### src/rtl/multicycle_controller.sv
// rtl/multicycle_controller.sv - opcode-aware multi-cycle RV32I sequencer with memory stall and sticky fault
// Optional cycle/retired-instruction counters: define MULTICYCLE_CTRL_PERF_EN.
module multicycle_controller #(
  parameter int unsigned WAIT_TIMEOUT = 16
) (
  input  logic        clk,
  input  logic        rst,
  input  logic [6:0]  opcode,
  input  logic        branch_taken,
  input  logic        mem_ready,
  output logic [2:0]  stage,
  output logic        ir_en,
  output logic        reg_en,
  output logic        mem_req,
  output logic        mem_we,
  output logic        wen_reg,
  output logic        pc_en,
  output logic        select_op1,
  output logic        select_op2,
  output logic [1:0]  select_rdv,
  output logic        select_pc_value,
  output logic        select_address_src,
  output logic        fault
`ifdef MULTICYCLE_CTRL_PERF_EN
  ,
  output logic [63:0] cycle_count,
  output logic [63:0] instret
`endif
);

  typedef enum logic [2:0] {
    S_FETCH     = 3'd0,
    S_DECODE    = 3'd1,
    S_EXECUTE   = 3'd2,
    S_MEM       = 3'd3,
    S_WRITEBACK = 3'd4,
    S_FAULT     = 3'd5
  } state_t;

  localparam logic [6:0] OP_RTYPE  = 7'b0110011;
  localparam logic [6:0] OP_IALU   = 7'b0010011;
  localparam logic [6:0] OP_LOAD   = 7'b0000011;
  localparam logic [6:0] OP_STORE  = 7'b0100011;
  localparam logic [6:0] OP_BRANCH = 7'b1100011;
  localparam logic [6:0] OP_JAL    = 7'b1101111;
  localparam logic [6:0] OP_JALR   = 7'b1100111;
  localparam logic [6:0] OP_LUI    = 7'b0110111;
  localparam logic [6:0] OP_AUIPC  = 7'b0010111;

  // Timeout fires on the WAIT_TIMEOUT-th consecutive stalled cycle, unless ready arrives then.
  localparam logic [7:0] TIMEOUT_LAST = 8'(WAIT_TIMEOUT - 1);

  state_t     state;
  state_t     state_next;
  logic [7:0] wait_cnt;

  logic is_load;
  logic is_store;
  logic is_branch;
  logic is_legal;
  logic mem_phase;
  logic mem_wait;
  logic timeout;
  logic active;

  assign is_load   = (opcode == OP_LOAD);
  assign is_store  = (opcode == OP_STORE);
  assign is_branch = (opcode == OP_BRANCH);

  always_comb begin
    case (opcode)
      OP_RTYPE, OP_IALU, OP_LOAD, OP_STORE, OP_BRANCH,
      OP_JAL, OP_JALR, OP_LUI, OP_AUIPC: is_legal = 1'b1;
      default:                           is_legal = 1'b0;
    endcase
  end

  assign active    = !rst;
  assign mem_phase = (state == S_FETCH) || (state == S_MEM);
  assign mem_wait  = mem_phase && !mem_ready;
  assign timeout   = mem_wait && (wait_cnt == TIMEOUT_LAST);

  always_ff @(posedge clk) begin
    if (rst) begin
      state    <= S_FETCH;
      wait_cnt <= 8'd0;
    end else begin
      state <= state_next;
      if (state_next != state) begin
        wait_cnt <= 8'd0;
      end else if (mem_wait) begin
        wait_cnt <= wait_cnt + 8'd1;
      end
    end
  end

  always_comb begin
    state_next = state;
    case (state)
      S_FETCH: begin
        if (mem_ready) begin
          state_next = S_DECODE;
        end else if (timeout) begin
          state_next = S_FAULT;
        end
      end
      S_DECODE:    state_next = is_legal ? S_EXECUTE : S_FAULT;
      S_EXECUTE:   state_next = (is_load || is_store) ? S_MEM : S_WRITEBACK;
      S_MEM: begin
        if (mem_ready) begin
          state_next = S_WRITEBACK;
        end else if (timeout) begin
          state_next = S_FAULT;
        end
      end
      S_WRITEBACK: state_next = S_FETCH;
      S_FAULT:     state_next = S_FAULT;
      default:     state_next = S_FAULT;
    endcase
  end

  // Strobes are gated by rst so a reset mid-operation never leaks a write.
  always_comb begin
    stage              = active ? state : S_FETCH;
    ir_en              = 1'b0;
    reg_en             = 1'b0;
    mem_req            = 1'b0;
    mem_we             = 1'b0;
    wen_reg            = 1'b0;
    pc_en              = 1'b0;
    select_address_src = 1'b0;
    fault              = (state == S_FAULT);
    case (state)
      S_FETCH: begin
        mem_req = active;
        ir_en   = active && mem_ready;
      end
      S_DECODE: reg_en = active;
      S_MEM: begin
        mem_req            = active;
        mem_we             = active && is_store;
        select_address_src = 1'b1;
      end
      S_WRITEBACK: begin
        pc_en   = active;
        wen_reg = active && !is_store && !is_branch;
      end
      default: ;
    endcase
  end

  always_comb begin
    select_op1      = 1'b0;
    select_op2      = 1'b0;
    select_rdv      = 2'b00;
    select_pc_value = 1'b0;
    case (opcode)
      OP_RTYPE: begin
        select_op1 = 1'b1;
        select_op2 = 1'b1;
        select_rdv = 2'b01;
      end
      OP_IALU: begin
        select_op1 = 1'b1;
        select_rdv = 2'b01;
      end
      OP_LOAD: begin
        select_op1 = 1'b1;
        select_rdv = 2'b11;
      end
      OP_STORE:  select_op1 = 1'b1;
      OP_BRANCH: select_pc_value = branch_taken;
      OP_JAL: begin
        select_rdv      = 2'b00;
        select_pc_value = 1'b1;
      end
      OP_JALR: begin
        select_op1      = 1'b1;
        select_rdv      = 2'b00;
        select_pc_value = 1'b1;
      end
      OP_LUI:   select_rdv = 2'b10;
      OP_AUIPC: select_rdv = 2'b01;
      default: ;
    endcase
  end

`ifdef MULTICYCLE_CTRL_PERF_EN
  always_ff @(posedge clk) begin
    if (rst) begin
      cycle_count <= 64'd0;
      instret     <= 64'd0;
    end else begin
      if (state != S_FAULT) begin
        cycle_count <= cycle_count + 64'd1;
      end
      if (state == S_WRITEBACK) begin
        instret <= instret + 64'd1;
      end
    end
  end
`endif

endmodule

### config.mk
export PLATFORM = sky130hd
export DESIGN_NAME = multicycle_controller
export DESIGN_NICKNAME = d
export VERILOG_FILES = /design/src/rtl/multicycle_controller.sv
export SDC_FILE = /design/constraint.sdc
export NUM_CORES = 1
export LEC_CHECK = 0
export CAP_MARGIN = 15
export CORE_MARGIN = 2
export CORE_UTILIZATION = 40
export CTS_CLUSTER_SIZE = 16
export DETAILED_ROUTE_END_ITERATION = 8
export PLACE_DENSITY = 0.71
export REMOVE_ABC_BUFFERS = 1
export SLEW_MARGIN = 10
export SYNTH_ARGS = -nofsm -noshare
export SYNTH_HDL_FRONTEND = slang
export SYNTH_SLANG_ARGS = --single-unit
export TNS_END_PERCENT = 30
### constraint.sdc
create_clock -name clk -period 5.42 [get_ports clk]
set_input_delay 1.084 -clock clk [delete_from_list [all_inputs] [get_ports clk]]
set_output_delay 1.084 -clock clk [all_outputs]
set_load 0.02 [all_outputs]
Yosys cells after proc, flatten, opt, wreduce, memory -nomap -nowiden
Cells that the tools add are included.
{"block": "word_totals", "memories": 0, "in_bits": 11, "out_inout_bits": 16, "regBits": 11, "romBits": 0, "wordCells": 57, "latchBits": 0, "ramBits": 0}
{"block": "classes", "n_reduce_logical": 19, "n_shift": 0, "n_eq_ne": 16, "n_div": 0, "mul": 0, "muxes": 19, "n_lt_le_gt_ge": 0, "bitwise_logic": 0, "n_addsub": 1}
{"operator": "7-bit by 6-bit equality test with 1-bit output (second input constant)", "count": 3}
{"operator": "7-bit equality test (second input constant)", "count": 3}
{"operator": "3-bit two-way mux", "count": 6}
{"operator": "3-bit one-hot mux with 5 select lines", "count": 1}
{"operator": "7-bit by 5-bit equality test with 1-bit output (second input constant)", "count": 2}
{"operator": "1-bit two-way mux", "count": 10}
{"operator": "9-bit OR reduction", "count": 1}
{"operator": "8-bit by 1-bit adder with 8-bit output (second input constant)", "count": 1}
{"operator": "8-bit by 4-bit equality test with 1-bit output (second input constant)", "count": 1}
{"operator": "7-bit by 2-bit equality test with 1-bit output (second input constant)", "count": 1}
{"operator": "3-bit by 2-bit equality test with 1-bit output (second input constant)", "count": 2}
{"operator": "3-bit equality test (second input constant)", "count": 2}
{"operator": "1-bit logical AND", "count": 6}
{"operator": "2-bit one-hot mux with 3 select lines", "count": 1}
{"operator": "2-bit OR reduction", "count": 3}
{"operator": "5-bit OR reduction", "count": 1}
{"operator": "1-bit zero test", "count": 4}
{"operator": "3-bit by 1-bit equality test with 1-bit output (second input constant)", "count": 1}
{"operator": "3-bit zero test", "count": 1}
{"operator": "3-bit != test", "count": 1}
{"operator": "3-bit OR reduction", "count": 1}
{"operator": "1-bit logical OR", "count": 2}
{"operator": "1-bit one-hot mux with 2 select lines", "count": 1}

Depth between registers and ports, before layout
Gate-level depths: netlist of run 1.
{"block": "depth", "word_depth": 9, "depth_mapped": 6, "depth_no_buf": 6}

Worst setup path before layout of run 1
OpenSTA, ideal clock, no wires.
{"block": "synth_timing", "path_kind": "in2out", "start": "input port opcode[6]", "end": "output port mem_we", "arrival_time_ns": 2.561, "stages": 4, "path_slack_ns": 1.775, "n_path_buf": 1, "required_time_ns": 4.336, "path_cell_list": "buf_2 -> or2_4 -> or3_4 -> nor4b_1"}
{"block": "synth_between", "elab_chain_cells": 3}
{"element": "start: declaration", "line": "8", "rtl": "input logic [6:0] opcode,"}
{"element": "7-bit by 6-bit equality test with 1-bit output", "line": "67", "rtl": "assign is_store = (opcode == OP_STORE);"}
{"element": "1-bit logical AND", "line": "141", "rtl": "mem_we = active && is_store;"}
{"element": "1-bit two-way mux", "line": "133", "rtl": "case (state)"}
{"element": "end: declaration", "line": "15", "rtl": "output logic mem_we,"}
Every way passes these cells.

Worst setup path in the final report of run 1
{"block": "layout_timing", "start": "input port opcode[2]", "end": "output port mem_we"}
The elaborated chain is that of the path after synthesis.

==> summary.md, run 1 <==
| Metric | Value |
|---|---|
| Crit path arrival time | `between 3 and 4 ns` |
| Post-Syn Instances | `127` |
| Post-route setup TNS | `0 ns` |
| Initial core utilization | `42.4%` |
| Post-Synth Simple-Gate Area | `between 30% and 40%` |
| Worst-skew pair later-pin latency | `0.26 ns` |
| Core area | `roughly 2200 sq um` |
| HP Start | `wait_cnt[1]` |
| Fillers | `227` |
| Status | `finished, final reports clean` |
| Logic pwr share | `34.4%` |
| RSZ-0062 raised after global routing | `false` |
| Port Buf Inserts | `26` |
| Synth top area share | `approximately a quarter` |
| Die Wd | `approximately 52 um` |
| Post-Synth Adder-Cell Area | `around 1.3%` |
| RR Startpoint | `wait_cnt[0]` |
| CTS max path bufs | `2` |
| Initial antenna violation count | `0` |
| RePlAce Congestion | `roughly 0.89` |
| Leak pwr | `approximately 0.42 nW` |
| Area grow syn2layout | `29.2%` |
| Nets@finish | `between 150 and 200` |
| CP startpoint | `opcode[2]` |
| Synthesis-stage register bit count | `11` |
| Met1 WL | `992 um` |
| Detailed-route via count | `986` |
| Number of flops mapped to enable cells by yosys | `0` |
| Post-CTS setup buffer count | `0` |
| Die Span Y | `~52 um` |
| Cells along the critical path | `clkdlybuf4s50_1 > or2_4 > or3_4 > nor4b_1 > clkdlybuf4s50_1` |
| First-pass iteration count of the detailed router | `4` |
| Area of the multi-input gates | `656 sq um` |
| Layout cells sized above 1 | `6.71%` |
| Max-slew headroom | `64.8%` |
| Synth Area in Compound Gates | `21.6%` |
| Crit share post-route | `80.7%` |
| YS warnings | `0` |
| Primary FF master, synth | `dfxtp_1` |
| Post-synth top cells | `nor3_1, nor2_1, a21oi_1, dfxtp_1, nand2_1` |
| Number of hold buffers added after CTS | `0` |
| Register area share after synthesis | `about a quarter` |
| Syn Area/Cell | `7.39 sq um` |
| Worst setup EP type | `output pin` |
| CTS H-tree depth | `1` |
| Critical Path Stages | `5` |
| VDD IR max | `0.116 mV` |
| Total GRT Usage | `18.5%` |
| Switching power | `0.0739 mW` |
| CP Max Fanout | `10` |
| Int Pwr | `0.146 mW` |
| Critical Path Start Type | `primary input` |
| CTS buffer count | `3` |
| Clock Root Buffer | `clkbuf_4` |
| HPWL Detailed | `~1800 um` |
| Async SR Flop Fraction | `0%` |
| Hold Path Class | `reg2reg` |
| Worst slew pin tran | `0.528 ns` |
| Clock Power Share | `24.9%` |
| Slew Viols, Final | `0` |
| Row count | `17` |
| Post-Synth XOR/XNOR Area | `approximately 8.4%` |
| CP required | `4.34 ns` |
| Clock skew | `0.000566 ns` |
| Vias in the first global route | `890` |
| Die area | `2750 sq um` |
| Largest net degree at the start of global routing | `19` |
| CP delay by family, top | `buffers and inverters` |
| Hold Vio Cnt, Final | `0` |
| Global-route wire length before repair | `3840 um` |
| WL/cell | `around 13 um` |
| Post-route DRC | `0` |
| Antenna cell count | `0` |
| Setup WS pre-CTS | `1.06 ns` |
| Synth area leaders | `dfxtp_1, nor3_1, a21oi_1` |
| CP peak stage delay | `0.66 ns` |
| Buffers & Inverters on Critical Path | `2` |
| DRT antenna net count | `0` |
| Slowest stage cell, crit path | `clkdlybuf4s50_1` |
| Number of cells on the worst reg-to-reg path | `6` |
| Clk sinks | `11` |
| Initial DRC Count | `37` |
| Final worst slack | `about 1.0 ns` |
| Post-synth cell types | `40` |
| Area leader, netlist | `dfxtp_1` |
| Wirelength, routed | `around 2300 um` |
| Vias per inst | `5.57` |
| Most Frequent Cell on Critical Path | `clkdlybuf4s50_1` |
| Grt total ovfl | `0` |
| Boundary Pins | `27` |
| PwrDens | `181 nW/um^2` |
| Uppermost layer routed | `met4` |
| Cell area after synthesis | `938 sq um` |
| Period minus WS final | `4.38 ns` |
| Top-count cell post-synth | `nor3_1` |
| FF-to-FF End | `wait_cnt[4]` |
| Setup crit end | `mem_we` |
| Max Cap Viol | `0` |
| Met2 wire length | `1120 um` |
| Fraction of synthesized area in multiplexers | `1.07%` |
| Combinational family with the most area after synthesis | `simple AND/OR/NAND/NOR gates` |
| Seq. cell area | `220 sq um` |
| Peak Freq | `229 MHz` |
| Critical path type | `in2out` |
| Setup Viol. Count Final | `0` |
| Flop pwr share | `40.7%` |
| # resized after CTS | `0` |
| Reg2reg setup slack | `3.39 ns` |
| Sw Share | `33.6%` |
| Met3 WL post-DR | `125 um` |
| CTS tree | `yes` |
| Worst-path clk slew | `0.07 ns` |
-- registers in the layout, indices dropped and copies added (netlist names) --
register	flops
wait_cnt	8
state	3
-- how the worst min path moves through the flow --
stage,endpoint,slack (ns),depth (start not counted)
global placement,wait_cnt[1],0.54,2
global route,wait_cnt[1],0.59,2
finish,wait_cnt[1],0.55,2
detailed placement,wait_cnt[1],0.54,2
CTS,wait_cnt[1],0.55,2
floorplan,wait_cnt[1],0.51,2
-- power by group through the flow --
stage          sequential (mW)  clock, mW  combinational, mW
2_1_floorplan           0.0896          0             0.0469
3_3_place_gp            0.0911          0             0.0750
3_5_place_dp            0.0911          0             0.0756
4_1_cts                 0.0891     0.0582             0.0759
5_1_grt                 0.0901     0.0622             0.0829
6_report                0.0894     0.0548             0.0756
-- logic make-up after synthesis --
| kind of cell | after synthesis |
|---|---|
| flops | 11 |
| mux | 1 |
| fa+ha+maj | 1 |
| compound gates | 27 |
| buf+inv | 12 |
| simple gates | 66 |
| xor+xnor | 9 |
-- area by class of cell --
cell class | count | area share, %
clock buffer | 4 | 2.17
multi-input combinational | 104 | 54.1
timing repair buffer | 26 | 21.5
sequential | 11 | 18.2
inverter | 4 | 1.24
tap | 28 | 2.89
-- tightest hold or removal path: stages, from the launching register on --
cell and delay (ns):
dfxtp_1 0.33, mux2i_1 0.12, nor3_1 0.05
-- per-layer routing --
layer  track usage, %  vias to the layer above
met5                0                        -
met3             4.29                        4
met1             22.6                      448
met2             32.1                       30
li1                 -                      504
met4             5.13                        0
-- per-stage QoR --
stage	instances	total power, mW	instance area (sq um)	util [%]	hold WS, ns
2_1_floorplan	119	0.136	891	-	0.514
3_3_place_gp	173	0.166	1190	53.6	0.538
3_5_place_dp	173	0.167	1190	53.6	0.541
4_1_cts	177	0.223	1210	54.8	0.552
5_1_grt	177	0.235	1210	54.8	0.595
6_report	177	0.220	1210	54.8	0.546
-- layout by cell type, fill, tap and decap left out, types with 2 or more instances in the layout --
| master | count |
|---|---|
| clkdlybuf4s50_1 | 26 |
| nor3_1 | 14 |
| nor2_1 | 13 |
| a21oi_1 | 11 |
| dfxtp_1 | 11 |
| nand2_1 | 7 |
| nor2b_1 | 6 |
| nand3_1 | 6 |
| xor2_1 | 5 |
| o21ai_0 | 5 |
| nor4_1 | 4 |
| xnor2_1 | 4 |
| inv_1 | 3 |
| a211oi_1 | 3 |
| and3_1 | 3 |
| clkbuf_4 | 3 |
| nand4_1 | 2 |
| or2_1 | 2 |
(Power assumes the default switching activity.)
==> run 2: changes to the inputs <==
--- a/config.mk
+++ b/config.mk
@@ -10,7 +10,7 @@
 export CORE_UTILIZATION = 40
 export CTS_CLUSTER_SIZE = 16
 export DETAILED_ROUTE_END_ITERATION = 8
-export PLACE_DENSITY = 0.71
+export PLACE_DENSITY = 0.74
 export REMOVE_ABC_BUFFERS = 1
 export SLEW_MARGIN = 10
 export SYNTH_ARGS = -nofsm -noshare
==> constraint.sdc (replaced) <==
create_clock -name clk -period 3.6 [get_ports clk]
set_input_delay 0.72 -clock clk [delete_from_list [all_inputs] [get_ports clk]]
set_output_delay 0.72 -clock clk [all_outputs]
set_load 0.02 [all_outputs]
==> run 2 against run 1 <==
Effect of this change: routed wire length increased by 9.6%; first-iteration DRC count increased by 16%; worst hold slack improved by 0.017 ns; sequential share of layout area decreased by 0.55 points; setup slack got worse by 0.86 ns; sequential power increased by 51%; combinational power increased by 59%; largest power group unchanged; non-clock buffer count increased by 5.
==> summary.md, run 2 (synthesis results as in run 1) <==
| Metric | Value |
|---|---|
| Crit share post-route | `94.8%` |
| DRT antenna net count | `0` |
| CP startpoint | `opcode[2]` |
| Biggest register | `wait_cnt` |
| Nets@finish | `approximately 170` |
| Setup WS pre-CTS | `~0.18 ns` |
| Hold_ws | `0.563 ns` |
| Post-CTS setup buffer count | `0` |
| Core area | `2210 sq um` |
| Setup Viol. Count Final | `0` |
| Regs by FF count | `wait_cnt (8), state (3)` |
| Grt total ovfl | `0` |
| CTS max path bufs | `2` |
| Die Wd | `52.4 um` |
| Commonest non-fill, non-tap cells in the layout | `clkdlybuf4s50_1, nor3_1, nor2_1` |
| HP Start | `wait_cnt[1]` |
| Post-route setup TNS | `0 ns` |
| RSZ-0062 raised after global routing | `false` |
| Commonest non-fill, non-tap cell in the layout | `clkdlybuf4s50_1` |
| Die Span Y | `roughly 52 um` |
| First-pass iteration count of the detailed router | `5` |
| CTS tree | `yes` |
| Crit path arrival time | `approximately 2.7 ns` |
| Global-route wire length before repair | `4260 um` |
| Worst slew pin tran | `roughly 0.56 ns` |
| Area grow syn2layout | `33.2%` |
| Worst-skew pair later-pin latency | `0.27 ns` |
| Placed cell count | `about 180` |
| Detailed-route via count | `1,047` |
| Hold Path Class | `reg2reg` |
| Clock skew | `around 0.0037 ns` |
| Largest net degree at the start of global routing | `19` |
| Antenna cell count | `0` |
| Peak Freq | `293 MHz` |
| Vias in the first global route | `1,002` |
| Initial DRC Count | `43` |
| VDD IR max | `slightly below 0.2 mV` |
| Period minus WS final | `3.41 ns` |
| Leak pwr | `about 0.44 nW` |
| Max-slew headroom | `62.6%` |
| Fillers | `approximately 210` |
| CP Max Fanout | `4` |
| CTS H-tree depth | `1` |
| Clock Root Buffer | `clkbuf_4` |
| Initial core utilization | `42.4%` |
| Worst setup EP type | `output pin` |
| Layout cells sized above 1 | `under 10%` |
| Wirelength, routed | `about 2500 um` |
| Layout Cells excl Fill | `182` |
| Hold Vio Cnt, Final | `0` |
| Port Buf Inserts | `26` |
| CP required | `2.88 ns` |
| Number of hold buffers added after CTS | `0` |
| Boundary Pins | `27` |
| Status | `finished, final reports clean` |
| Max FFs per register | `8` |
| Vias per inst | `5.75` |
| RePlAce Congestion | `0.912` |
| Worst-path clk slew | `0.06 ns` |
| RR Startpoint | `wait_cnt[0]` |
| HPWL Detailed | `1980 um` |
| Total GRT Usage | `20.3%` |
| Row count | `17` |
| Critical Path Start Type | `primary input` |
| Critical path type | `in2out` |
| Clk sinks | `11` |
| CTS buffer count | `3` |
| Initial antenna violation count | `0` |
| # resized after CTS | `0` |
| Final worst slack | `0.186 ns` |
| Post-route DRC | `0` |
| WL/cell | `around 14 um` |
| Die area | `2750 sq um` |
| Slew Viols, Final | `0` |
| Max Cap Viol | `0` |
| PwrDens | `roughly 270 nW/um^2` |
## run 2: through the flow
stage / utilization (%) / instance area, sq um / power, mW
after floorplan: - / 891 / 0.205
after global placement: 55.3 / 1220 / 0.254
after detailed placement: 55.3 / 1220 / 0.257
after CTS: 56.5 / 1250 / 0.341
after global routing: 56.5 / 1250 / 0.361
final: 56.5 / 1250 / 0.338
## run 2: path summary, 6_finish.rpt
path / to / slack [ns] / cells past startpoint
hold / removal: wait_cnt[1] / 0.56 / 2
hold reg to reg: wait_cnt[1] / 0.56 / 2
setup / recovery: mem_we / 0.19 / 5
setup reg to reg: wait_cnt[7] / 1.49 / 6
## run 2: cell type report
cell class | instances | area, sq um | area share [%]
Clock buffer | 4 | 26.3 | 2.10
Inverter | 4 | 15.0 | 1.20
Timing Repair Buffer | 31 | 298 | 23.8
Tap cell | 28 | 35.0 | 2.80
Multi-Input combinational cell | 104 | 656 | 52.5
Sequential cell | 11 | 220 | 17.6
## run 2: critical path, cell delays in order
cell and delay [ns]:
clkdlybuf4s50_1 0.42, or2_4 0.26, or3_4 0.36, nor4b_1 0.27, clkdlybuf4s50_1 0.66
## run 2: routing by layer
layer / share of wire, % / GRT usage (%) / vias to the layer above
li1: - / - / 518
met1: 49 / 28.8 / 489
met2: 44 / 30.6 / 36
met3: 5.3 / 4.57 / 4
met4: 1.2 / 5.13 / 0
met5: 0 / 0 / -
## run 2: power by group
group | switching, mW | leakage [nW] | internal [mW]
Combinational | 0.0658 | 0.338 | 0.0546
Clock | 0.0394 | 0.0150 | 0.0429
Sequential | 0.00922 | 0.0892 | 0.126
==> run 3: changes to the inputs <==
--- a/config.mk
+++ b/config.mk
@@ -8,6 +8,7 @@
 export CAP_MARGIN = 15
 export CORE_MARGIN = 2
 export CORE_UTILIZATION = 40
+export CTS_BUF_LIST = sky130_fd_sc_hd__clkbuf_8
 export CTS_CLUSTER_SIZE = 16
 export DETAILED_ROUTE_END_ITERATION = 8
 export PLACE_DENSITY = 0.74
==> run 3 against run 2 <==
Effect of this change: maximum frequency down 0.37%; combinational power barely moved; non-clock buffer count unchanged; register-to-register slack hardly changed; final cell count is the same; first-iteration DRC count fell by 19%; clock power increased by 45%; critical path type unchanged; count of clock-buffer cells in the layout down 1; via count fell by 2.0%.
==> summary.md, run 3 (synthesis results as in run 1) <==
| Metric | Value |
|---|---|
| Status | `finished, final reports clean` |
| First-pass iteration count of the detailed router | `4` |
| Post-CTS setup buffer count | `0` |
| Port Buf Inserts | `26` |
| Boundary Pins | `27` |
| Regs by FF count | `wait_cnt (8), state (3)` |
| Max Cap Viol | `0` |
| Grt total ovfl | `0` |
| VDD IR max | `0.237 mV` |
| Commonest non-fill, non-tap cells in the layout | `clkdlybuf4s50_1, nor3_1, nor2_1` |
| Detailed-route via count | `1,026` |
| Antenna cell count | `0` |
| Final Cell Area | `1270 sq um` |
| Die Wd | `52.4 um` |
| Number of hold buffers added after CTS | `0` |
| Max-slew headroom | `63.1%` |
| Critical Path Start Type | `primary input` |
| Peak Freq | `slightly below 300 MHz` |
| Setup WS pre-CTS | `0.181 ns` |
| Period minus WS final | `3.43 ns` |
| Post-DP Area | `1220 sq um` |
| Clock Root Buffer | `clkbuf_8` |
| CTS max path bufs | `2` |
| Max FFs per register | `8` |
| Vias per inst | `5.64` |
| Final worst slack | `0.173 ns` |
| CTS H-tree depth | `1` |
| Biggest register | `wait_cnt` |
| Core area | `2210 sq um` |
| Leak pwr | `0.454 nW` |
| PwrDens | `~300 nW/um^2` |
| Setup Viol. Count Final | `0` |
| Wirelength, routed | `2480 um` |
| Worst-path clk slew | `0.05 ns` |
| CTS buffer count | `3` |
| CP Max Fanout | `4` |
| Die area | `around 2700 sq um` |
| DRT antenna net count | `0` |
| Overall Power | `approximately 0.37 mW` |
| Layout cells sized above 1 | `between 9 and 10%` |
| Worst slew pin tran | `approximately 0.55 ns` |
| Largest net degree at the start of global routing | `19` |
| Initial antenna violation count | `0` |
| Hold Vio Cnt, Final | `0` |
| CP required | `2.88 ns` |
| Critical path type | `in2out` |
| Crit share post-route | `95.2%` |
| Commonest non-fill, non-tap cell in the layout | `clkdlybuf4s50_1` |
| Clk sinks | `11` |
| HPWL Detailed | `around 2000 um` |
| Total GRT Usage | `20.8%` |
| Initial core utilization | `42.4%` |
| CTS tree | `yes` |
| Die Span Y | `about 52 um` |
| Post-route DRC | `0` |
| Worst setup EP type | `output pin` |
| Clock skew | `0.00271 ns` |
| Vias in the first global route | `between 1,000 and 1,500` |
| Post-route setup TNS | `0 ns` |
| Crit path arrival time | `around 2.7 ns` |
| Initial DRC Count | `35` |
| Worst-skew pair later-pin latency | `0.24 ns` |
| Hold Path Class | `reg2reg` |
| # resized after CTS | `0` |
| Slew Viols, Final | `0` |
| RePlAce Congestion | `0.912` |
| Nets@finish | `167` |
| WL/cell | `13.6 um` |
| Global-route wire length before repair | `between 4000 and 5000 um` |
| RSZ-0062 raised after global routing | `false` |
| Row count | `17` |
| Area grow syn2layout | `35.2%` |
[run 3: cell count changes in the layout (fill, tap and decap cells not counted)]
cell,previous run,this run
inv_1,3,4
clkbuf_8,0,3
clkbuf_1,1,0
clkbuf_4,3,0
[run 3: worst max-delay path, cell delays in order]
cell	delay, ns
clkdlybuf4s50_1	0.42
or2_4	0.26
or3_4	0.36
nor4b_1	0.27
clkdlybuf4s50_1	0.67
[run 3: path summary, 6_finish.rpt]
path | startpoint | to | depth (start not counted) | slack [ns]
worst max-delay path | opcode[2] | mem_we | 5 | 0.17
worst min-delay path | wait_cnt[1] | wait_cnt[1] | 2 | 0.56
worst max register to register | wait_cnt[0] | wait_cnt[7] | 6 | 1.50
worst min register to register | wait_cnt[1] | wait_cnt[1] | 2 | 0.56
[run 3: routing by layer]
| layer | wire, um | vias up | track usage [%] |
|---|---|---|---|
| met4 | 33 | 0 | 7.69 |
| met3 | 110 | 4 | 5.43 |
| met5 | 0 | - | 0 |
| met2 | 1130 | 23 | 30.6 |
| li1 | - | 517 | - |
| met1 | 1210 | 482 | 28.8 |
[run 3: final cells by class]
cell class	instances	area, sq um
clock inverter	1	3.75
timing repair buffer	31	298
sequential	11	220
inverter	4	15.0
tap	28	35.0
multi-input combinational	104	656
fill	209	943
clock buffer	3	41.3
[run 3: power by group]
part	switching, mW	internal [mW]	leakage [nW]
registers	0.00895	0.126	0.0892
logic	0.0657	0.0546	0.338
clock network	0.0442	0.0746	0.0269
total	0.119	0.255	0.454
[run 3: per-stage QoR]
stage,hold slack (ns),std cells,util (%)
2_1_floorplan,0.514,119,-
3_3_place_gp,0.532,178,55.3
3_5_place_dp,0.545,178,55.3
4_1_cts,0.551,182,57.4
5_1_grt,0.600,182,57.4
6_report,0.561,182,57.4
